--- src/rtl/bj_round_controller_pkg.sv ---
`default_nettype none
// ============================================================================
//  Module      : bj_pkg
//  Description : Shared types and constants for the blackjack round
//                controller: FSM states, result codes, rank constants and
//                card-worth helpers.
//  Revision    : 1.0  initial release
// ============================================================================
package bj_pkg;

    localparam int TOTAL_W = 5;

    localparam logic [3:0]         ACE       = 4'd1;
    localparam logic [3:0]         RANK_MAX  = 4'd13;
    localparam logic [3:0]         PIP_MAX   = 4'd10;
    localparam logic [TOTAL_W-1:0] TEN_VALUE = 5'd10;

    typedef enum logic [2:0] {
        ST_IDLE    = 3'd0,
        ST_DEAL    = 3'd1,
        ST_PLAYER  = 3'd2,
        ST_DEALER  = 3'd3,
        ST_RESOLVE = 3'd4,
        ST_DONE    = 3'd5
    } state_t;

    localparam logic [1:0] RES_NONE   = 2'b00;
    localparam logic [1:0] RES_PLAYER = 2'b01;
    localparam logic [1:0] RES_DEALER = 2'b10;
    localparam logic [1:0] RES_PUSH   = 2'b11;

    // Hard value of a rank: faces count ten, an ace counts one here.
    function automatic logic [TOTAL_W-1:0] card_worth(input logic [3:0] rank);
        if (rank > PIP_MAX) begin
            return TEN_VALUE;
        end
        return {1'b0, rank};
    endfunction

    function automatic logic is_legal_rank(input logic [3:0] rank);
        return (rank >= ACE) && (rank <= RANK_MAX);
    endfunction

endpackage
`default_nettype wire

--- src/rtl/bj_round_controller_hand_accumulator.sv ---
`default_nettype none
// ============================================================================
//  Module      : hand_accumulator
//  Description : Keeps one hand: saturating hard sum, ace flag and the
//                effective total (one ace promoted to 11 when it fits).
//  Revision    : 1.0  initial release
// ============================================================================
module hand_accumulator
    import bj_pkg::*;
#(
    parameter int BJ_LIMIT = 21
) (
    input  logic               clk,
    input  logic               resetn,
    input  logic               i_clear,
    input  logic               i_add,
    input  logic [3:0]         i_rank,
    output logic [TOTAL_W-1:0] o_hard,
    output logic               o_ace,
    output logic [TOTAL_W-1:0] o_total
);

    localparam logic [TOTAL_W:0] c_limit = (TOTAL_W+1)'(BJ_LIMIT);

    logic [TOTAL_W-1:0] r_hard;
    logic               r_ace;
    logic [TOTAL_W:0]   w_sum;
    logic [TOTAL_W-1:0] w_sum_sat;
    logic [TOTAL_W:0]   w_soft;

    // One bit of headroom so the hard sum can clamp at all-ones instead of wrapping.
    assign w_sum     = {1'b0, r_hard} + {1'b0, card_worth(i_rank)};
    assign w_sum_sat = w_sum[TOTAL_W] ? {TOTAL_W{1'b1}} : w_sum[TOTAL_W-1:0];
    assign w_soft    = {1'b0, r_hard} + {1'b0, TEN_VALUE};

    assign o_hard  = r_hard;
    assign o_ace   = r_ace;
    assign o_total = (r_ace && (w_soft <= c_limit)) ? w_soft[TOTAL_W-1:0] : r_hard;

    // Accumulate accepted cards; reset and round-start clear both take priority.
    always_ff @(posedge clk) begin
        if (!resetn || i_clear) begin
            r_hard <= '0;
            r_ace  <= 1'b0;
        end else if (i_add) begin
            r_hard <= w_sum_sat;
            if (i_rank == ACE) begin
                r_ace <= 1'b1;
            end
        end
    end

endmodule
`default_nettype wire

--- src/rtl/bj_round_controller.sv ---
`default_nettype none
// ============================================================================
//  Module      : bj_round_controller
//  Description : Sequences one blackjack round: initial deal, player turn,
//                dealer draw-to-stand, result resolution. Cards come from an
//                external source through a req/valid handshake.
//  Revision    : 1.0  initial release
// ============================================================================
module bj_round_controller
    import bj_pkg::*;
#(
    parameter int DEALER_STAND = 17,
    parameter int BJ_LIMIT     = 21
) (
    input  logic               CLOCK_50,
    input  logic               resetn,
    input  logic               deal_pressed,
    input  logic               hit_pressed,
    input  logic               stand_pressed,
    output logic               card_req,
    output logic               card_to_dealer,
    input  logic               card_valid,
    input  logic [3:0]         card_value,
    output logic [TOTAL_W-1:0] player_total,
    output logic [TOTAL_W-1:0] dealer_total,
    output logic [1:0]         result,
    output logic               round_done
);

    localparam logic [TOTAL_W-1:0] c_limit = TOTAL_W'(BJ_LIMIT);
    localparam logic [TOTAL_W-1:0] c_stand = TOTAL_W'(DEALER_STAND);

    state_t             r_state;
    logic [1:0]         r_deal_cnt;
    logic               r_card_req;
    logic               r_to_dealer;
    logic [1:0]         r_result;
    logic               r_round_done;

    logic               w_accept;
    logic               w_start;
    logic [TOTAL_W-1:0] w_p_total;
    logic [TOTAL_W-1:0] w_d_total;
    logic [TOTAL_W-1:0] w_p_hard;
    logic [TOTAL_W-1:0] w_d_hard;
    logic               w_p_ace;
    logic               w_d_ace;
    logic               w_unused_hand;

    assign w_accept = r_card_req && card_valid && is_legal_rank(card_value);
    assign w_start  = deal_pressed && ((r_state == ST_IDLE) || (r_state == ST_DONE));

    // Hard sums and ace flags are internal detail; only effective totals drive decisions.
    assign w_unused_hand = ^{w_p_hard, w_p_ace, w_d_hard, w_d_ace};

    hand_accumulator #(.BJ_LIMIT(BJ_LIMIT)) u_player_hand (
        .clk     (CLOCK_50),
        .resetn  (resetn),
        .i_clear (w_start),
        .i_add   (w_accept && !r_to_dealer),
        .i_rank  (card_value),
        .o_hard  (w_p_hard),
        .o_ace   (w_p_ace),
        .o_total (w_p_total)
    );

    hand_accumulator #(.BJ_LIMIT(BJ_LIMIT)) u_dealer_hand (
        .clk     (CLOCK_50),
        .resetn  (resetn),
        .i_clear (w_start),
        .i_add   (w_accept && r_to_dealer),
        .i_rank  (card_value),
        .o_hard  (w_d_hard),
        .o_ace   (w_d_ace),
        .o_total (w_d_total)
    );

    assign card_req       = r_card_req;
    assign card_to_dealer = r_to_dealer;
    assign player_total   = w_p_total;
    assign dealer_total   = w_d_total;
    assign result         = r_result;
    assign round_done     = r_round_done;

    // Round sequencer. Totals are examined only while no request is
    // outstanding, i.e. the cycle after a card lands, so the hands are current.
    always_ff @(posedge CLOCK_50) begin
        if (!resetn) begin
            r_state      <= ST_IDLE;
            r_deal_cnt   <= 2'd0;
            r_card_req   <= 1'b0;
            r_to_dealer  <= 1'b0;
            r_result     <= RES_NONE;
            r_round_done <= 1'b0;
        end else begin
            case (r_state)
                ST_IDLE, ST_DONE: begin
                    if (deal_pressed) begin
                        r_state      <= ST_DEAL;
                        r_deal_cnt   <= 2'd0;
                        r_card_req   <= 1'b1;
                        r_to_dealer  <= 1'b0;
                        r_result     <= RES_NONE;
                        r_round_done <= 1'b0;
                    end
                end
                ST_DEAL: begin
                    if (w_accept) begin
                        r_card_req <= 1'b0;
                        r_deal_cnt <= r_deal_cnt + 2'd1;
                        if (r_deal_cnt == 2'd3) begin
                            r_state <= ST_PLAYER;
                        end
                    end else if (!r_card_req) begin
                        // Even slots go to the player, odd slots to the dealer.
                        r_card_req  <= 1'b1;
                        r_to_dealer <= r_deal_cnt[0];
                    end
                end
                ST_PLAYER: begin
                    if (r_card_req) begin
                        if (w_accept) begin
                            r_card_req <= 1'b0;
                        end
                    end else if (w_p_total > c_limit) begin
                        r_state <= ST_RESOLVE;
                    end else if (w_p_total == c_limit) begin
                        r_state <= ST_DEALER;
                    end else if (stand_pressed) begin
                        r_state <= ST_DEALER;
                    end else if (hit_pressed) begin
                        r_card_req  <= 1'b1;
                        r_to_dealer <= 1'b0;
                    end
                end
                ST_DEALER: begin
                    if (r_card_req) begin
                        if (w_accept) begin
                            r_card_req <= 1'b0;
                        end
                    end else if (w_d_total < c_stand) begin
                        r_card_req  <= 1'b1;
                        r_to_dealer <= 1'b1;
                    end else begin
                        r_state <= ST_RESOLVE;
                    end
                end
                ST_RESOLVE: begin
                    if (w_p_total > c_limit) begin
                        r_result <= RES_DEALER;
                    end else if (w_d_total > c_limit) begin
                        r_result <= RES_PLAYER;
                    end else if (w_p_total > w_d_total) begin
                        r_result <= RES_PLAYER;
                    end else if (w_d_total > w_p_total) begin
                        r_result <= RES_DEALER;
                    end else begin
                        r_result <= RES_PUSH;
                    end
                    r_round_done <= 1'b1;
                    r_state      <= ST_DONE;
                end
                default: begin
                    r_state <= ST_IDLE;
                end
            endcase
        end
    end

endmodule
`default_nettype wire

--- config.mk ---
export PLATFORM = sky130hd
export DESIGN_NAME = bj_round_controller
export DESIGN_NICKNAME = d
export VERILOG_FILES = /design/src/rtl/bj_round_controller_pkg.sv /design/src/rtl/bj_round_controller_hand_accumulator.sv /design/src/rtl/bj_round_controller.sv
export SDC_FILE = /design/constraint.sdc
export NUM_CORES = 1
export LEC_CHECK = 0
export ABC_CLOCK_PERIOD_IN_PS = 2900
export BUFFER_PORTS_ARGS = -buffer_cell sky130_fd_sc_hd__buf_2
export CORE_MARGIN = 2
export CORE_UTILIZATION = 55
export CTS_BUF_LIST = sky130_fd_sc_hd__clkbuf_4 sky130_fd_sc_hd__clkbuf_8
export DETAILED_ROUTE_END_ITERATION = 6
export GPL_ROUTABILITY_DRIVEN = 0
export PLACE_DENSITY = 0.84
export SLEW_MARGIN = 20
export SYNTH_ARGS = -nofsm -noshare
export SYNTH_HDL_FRONTEND = slang
export SYNTH_SLANG_ARGS = --single-unit
--- constraint.sdc ---
create_clock -name CLOCK_50 -period 2.9 [get_ports CLOCK_50]
set_input_delay 0.725 -clock CLOCK_50 [delete_from_list [all_inputs] [get_ports CLOCK_50]]
set_output_delay 0.725 -clock CLOCK_50 [all_outputs]
set_load 0.01 [all_outputs]
==> impl_metrics.csv <==
group,metric,value,unit
yosys,synth-compound-area-share,32.4,%
global_routing,use_met1,28.9,%
flow_run,drv_cap,0,
sta,layout_setup_ws,152,ps
yosys,ys_seq_area_share,21.8,%
yosys,synth_top_family_by_area,"compound AO/OA/AOI/OAI gates",
floorplanning,core,3610,sq um
worst_setup_path,worst-setup-path-type,"register to register",
yosys,synth-simple-area-share,23.0,%
yosys,synth_fp_nets,280,
power_and_ir_drop,pwr-share-clk,38.5,%
clock_network,clk_latency,270,ps
power_and_ir_drop,seq_power_share,42.8,%
floorplanning,die_area,4180,sq um
power_and_ir_drop,power.density,334,nW/um^2
global_routing,grt_overflow,0,
sta,hold_violations,0,
global_routing,use_met3,2.78,%
worst_setup_path,reg2reg_depth,12,
global_routing,grt_max_degree,15,
sta,slew_viol_final,0,
worst_setup_path,cp-end-kind,"register",
detailed_routing,viasPerCell,5.93,
detailed_routing,drt_pass1_iterations,4,
yosys,syn_area_per_cell,8.03,sq um
min_path,min_path_cells,2,
clock_network,ctsHoldBuffers,0,
yosys,synth_area,2020,sq um
yosys,muxShareOfSynthArea,2.60,%
yosys,async_flop_share,0,%
power_and_ir_drop,leakagePower,1.01,nW
yosys,post-synth-top-area-cell,"dfxtp_1",
floorplanning,io_pins,25,
layout,num_antenna_cells,0,
worst_setup_path,crit_fanout,5,
detailed_routing,drt_iter0_markers,170,
yosys,synth_edf_count,0,
global_routing,grt_use_met2,39.7,%
global_routing,first_global_vias,1763,
power_and_ir_drop,p_int,556,uW
min_path,hp-class,"register to register",
detailed_routing,wire_per_inst,14.1,um
power_and_ir_drop,power,757,uW
placed_design,dp_hpwl,3430,um
detailed_routing,detail-route-antenna-nets,0,
sta,setup_violations,0,
clock_network,cts_tree,"built",
placed_design,portBuffers,24,
yosys,synth_flop_cell,"dfxtp_1",
layout,stdcell_area,2270,sq um
detailed_routing,drt_drc_violations_left,0,
power_and_ir_drop,combPwrFrac,18.7,%
clock_network,path_clk_slew,80,ps
yosys,ys_ff_latch,22,
yosys,synth_commonest_cells,"dfxtp_1, o21ai_0, nor2_1, a21oi_1, ha_1",
placed_design,pre_cts_ws,135,ps
yosys,synthXorXnorAreaFrac,2.60,%
yosys,synth_warnings,0,
floorplanning,start_util,56.1,%
global_routing,grt_usage,22.7,%
floorplanning,die_w,64.7,um
layout,drive_gt1_share,20.8,%
worst_setup_path,cp_data_arrival_time,2880,ps
sta,maxSlewHeadroom,65.4,%
global_routing,grt_busiest_layer,"met2",
power_and_ir_drop,sw_frac_of_total,26.5,%
sta,period_share,94.8,%
yosys,yosys.cell_count.top_type,"dfxtp_1",
clock_network,clk_path_buf_depth,2,
clock_network,cts-buffers-inserted,3,
power_and_ir_drop,ir_drop,0.154,mV
floorplanning,chipHeight,64.7,um
layout,syn_to_final_growth,12.1,%
placed_design,place_area,2180,sq um
clock_network,cts_root_buf,"clkbuf_8",
sta,period_minus_slack,2750,ps
yosys,synth.area.top_cells,"dfxtp_1, ha_1, o21ai_0",
yosys,synthAdderAreaFrac,11.9,%
layout,nets,303,
sta,whs,456,ps
global_routing,antenna_found_initial,0,
sta,skew,1.61,ps
detailed_routing,routed-via-count,1910,
power_and_ir_drop,power.switching,201,uW
global_routing,grt_pass1_wl,7630,um
layout,finalNonFillerCells,322,
status,outcome,"finished, final reports clean",
yosys,netlist_instances,252,
yosys,synth_top_area_share,21.8,%
detailed_routing,wl,4550,um
sta,tightest_slew,519,ps
yosys,synth.distinct_cells,57,
floorplanning,rows,22,
worst_setup_path,start_kind,"register",
worst_setup_path,worst-endpoint-required,3040,ps
clock_network,numClockSinks,22,
clock_network,ctsHtreeMaxLevel,1,
placed_design,place_inst,317,
sta,fmax,0.364,GHz
-- repair_timing --
| action | CTS | global route |
|---|---|---|
| resized for setup | 0 | 4 |
| hold endpoints to repair | 0 | 0 |
| buffers inserted | 0 | 1 |
| setup endpoints to repair | 0 | 2 |
-- area by class of cell --
type                       instances  area (sq um)
clock buffer                       3          41.3
clock inverter                     1          30.0
fill                             307          1340
inverter                          10          37.5
multi-input combinational        205          1470
sequential                        22           440
tap                               48          60.1
timing repair buffer              33           188
-- cell usage in the layout, fill, tap and decap left out, types with 4 or more instances in the layout --
cell type  synthesis  layout
a21o_1             7       7
a21oi_1           16      16
a31oi_1            7       7
and2b_1            4       4
buf_2              6      24
buf_4              4       9
dfxtp_1           22      22
ha_1              16      15
inv_1             10      10
nand2_1           14      14
nand2b_1           8       8
nand3_1            5       5
nor2_1            20      19
nor2b_1           15      15
o21a_1             7       7
o21ai_0           21      19
o21ai_1            2       4
o221a_2            7       7
xor2_1             4       4
-- stage by stage --
step                      util, %  TNS, ps
after detailed placement     60.6        0
after CTS                    62.6        0
final                        62.9        0
after global placement       60.6        0
after floorplan                 -        0
after global routing         62.9    -66.5
-- critical path, cell delays in order (launching register included) --
cell,delay [ps]
dfxtp_1,340
ha_2,230
and4b_1,210
o21a_1,220
nor2_2,170
xor2_1,230
ha_1,280
nor2b_1,130
o21a_1,160
o21a_1,190
o21a_1,190
o21ai_1,160
a311oi_1,110
-- per-layer routing --
| layer | wire length (um) | vias up |
|---|---|---|
| li1 | - | 978 |
| met1 | 2090 | 879 |
| met2 | 2190 | 48 |
| met3 | 220 | 5 |
| met4 | 46 | 0 |
| met5 | 0 | - |
-- cell families (layout without fill, tap and decap cells) --
logic type / Yosys count / after routing
xor+xnor: 6 / 6
compound gates: 91 / 91
mux: 5 / 5
fa+ha+maj: 18 / 18
simple gates: 85 / 85
flops: 22 / 22
buf+inv: 25 / 47
-- path summary, 6_finish.rpt --
path	from	end	slack [ps]
setup reg to reg	u_player_hand.o_hard[1]$_SDFFE_PP0P_	result[1]$_SDFFE_PN0P_	150
hold reg to reg	round_done$_SDFFE_PN0P_	round_done$_SDFFE_PN0P_	460
hold / removal	round_done$_SDFFE_PN0P_	round_done$_SDFFE_PN0P_	460
setup / recovery	u_player_hand.o_hard[1]$_SDFFE_PP0P_	result[1]$_SDFFE_PN0P_	150
-- state kept, by name, summed over array words and instances, names as in the netlist --
signal	cells
result	2
round_done	1
u_dealer_hand.o_ace	1
card_to_dealer	1
u_player_hand.o_hard	5
r_state	3
r_deal_cnt	2
u_dealer_hand.o_hard	5
card_req	1
u_player_hand.o_ace	1
-- power groups by stage --
stage          logic (mW)  clock network, mW  registers [mW]
6_report            0.141              0.292           0.324
5_1_grt             0.157              0.307           0.326
3_3_place_gp        0.133                  0           0.331
4_1_cts             0.138              0.296           0.324
3_5_place_dp        0.136                  0           0.331
2_1_floorplan       0.104                  0           0.326
Power figures use the tool's default switching activity.
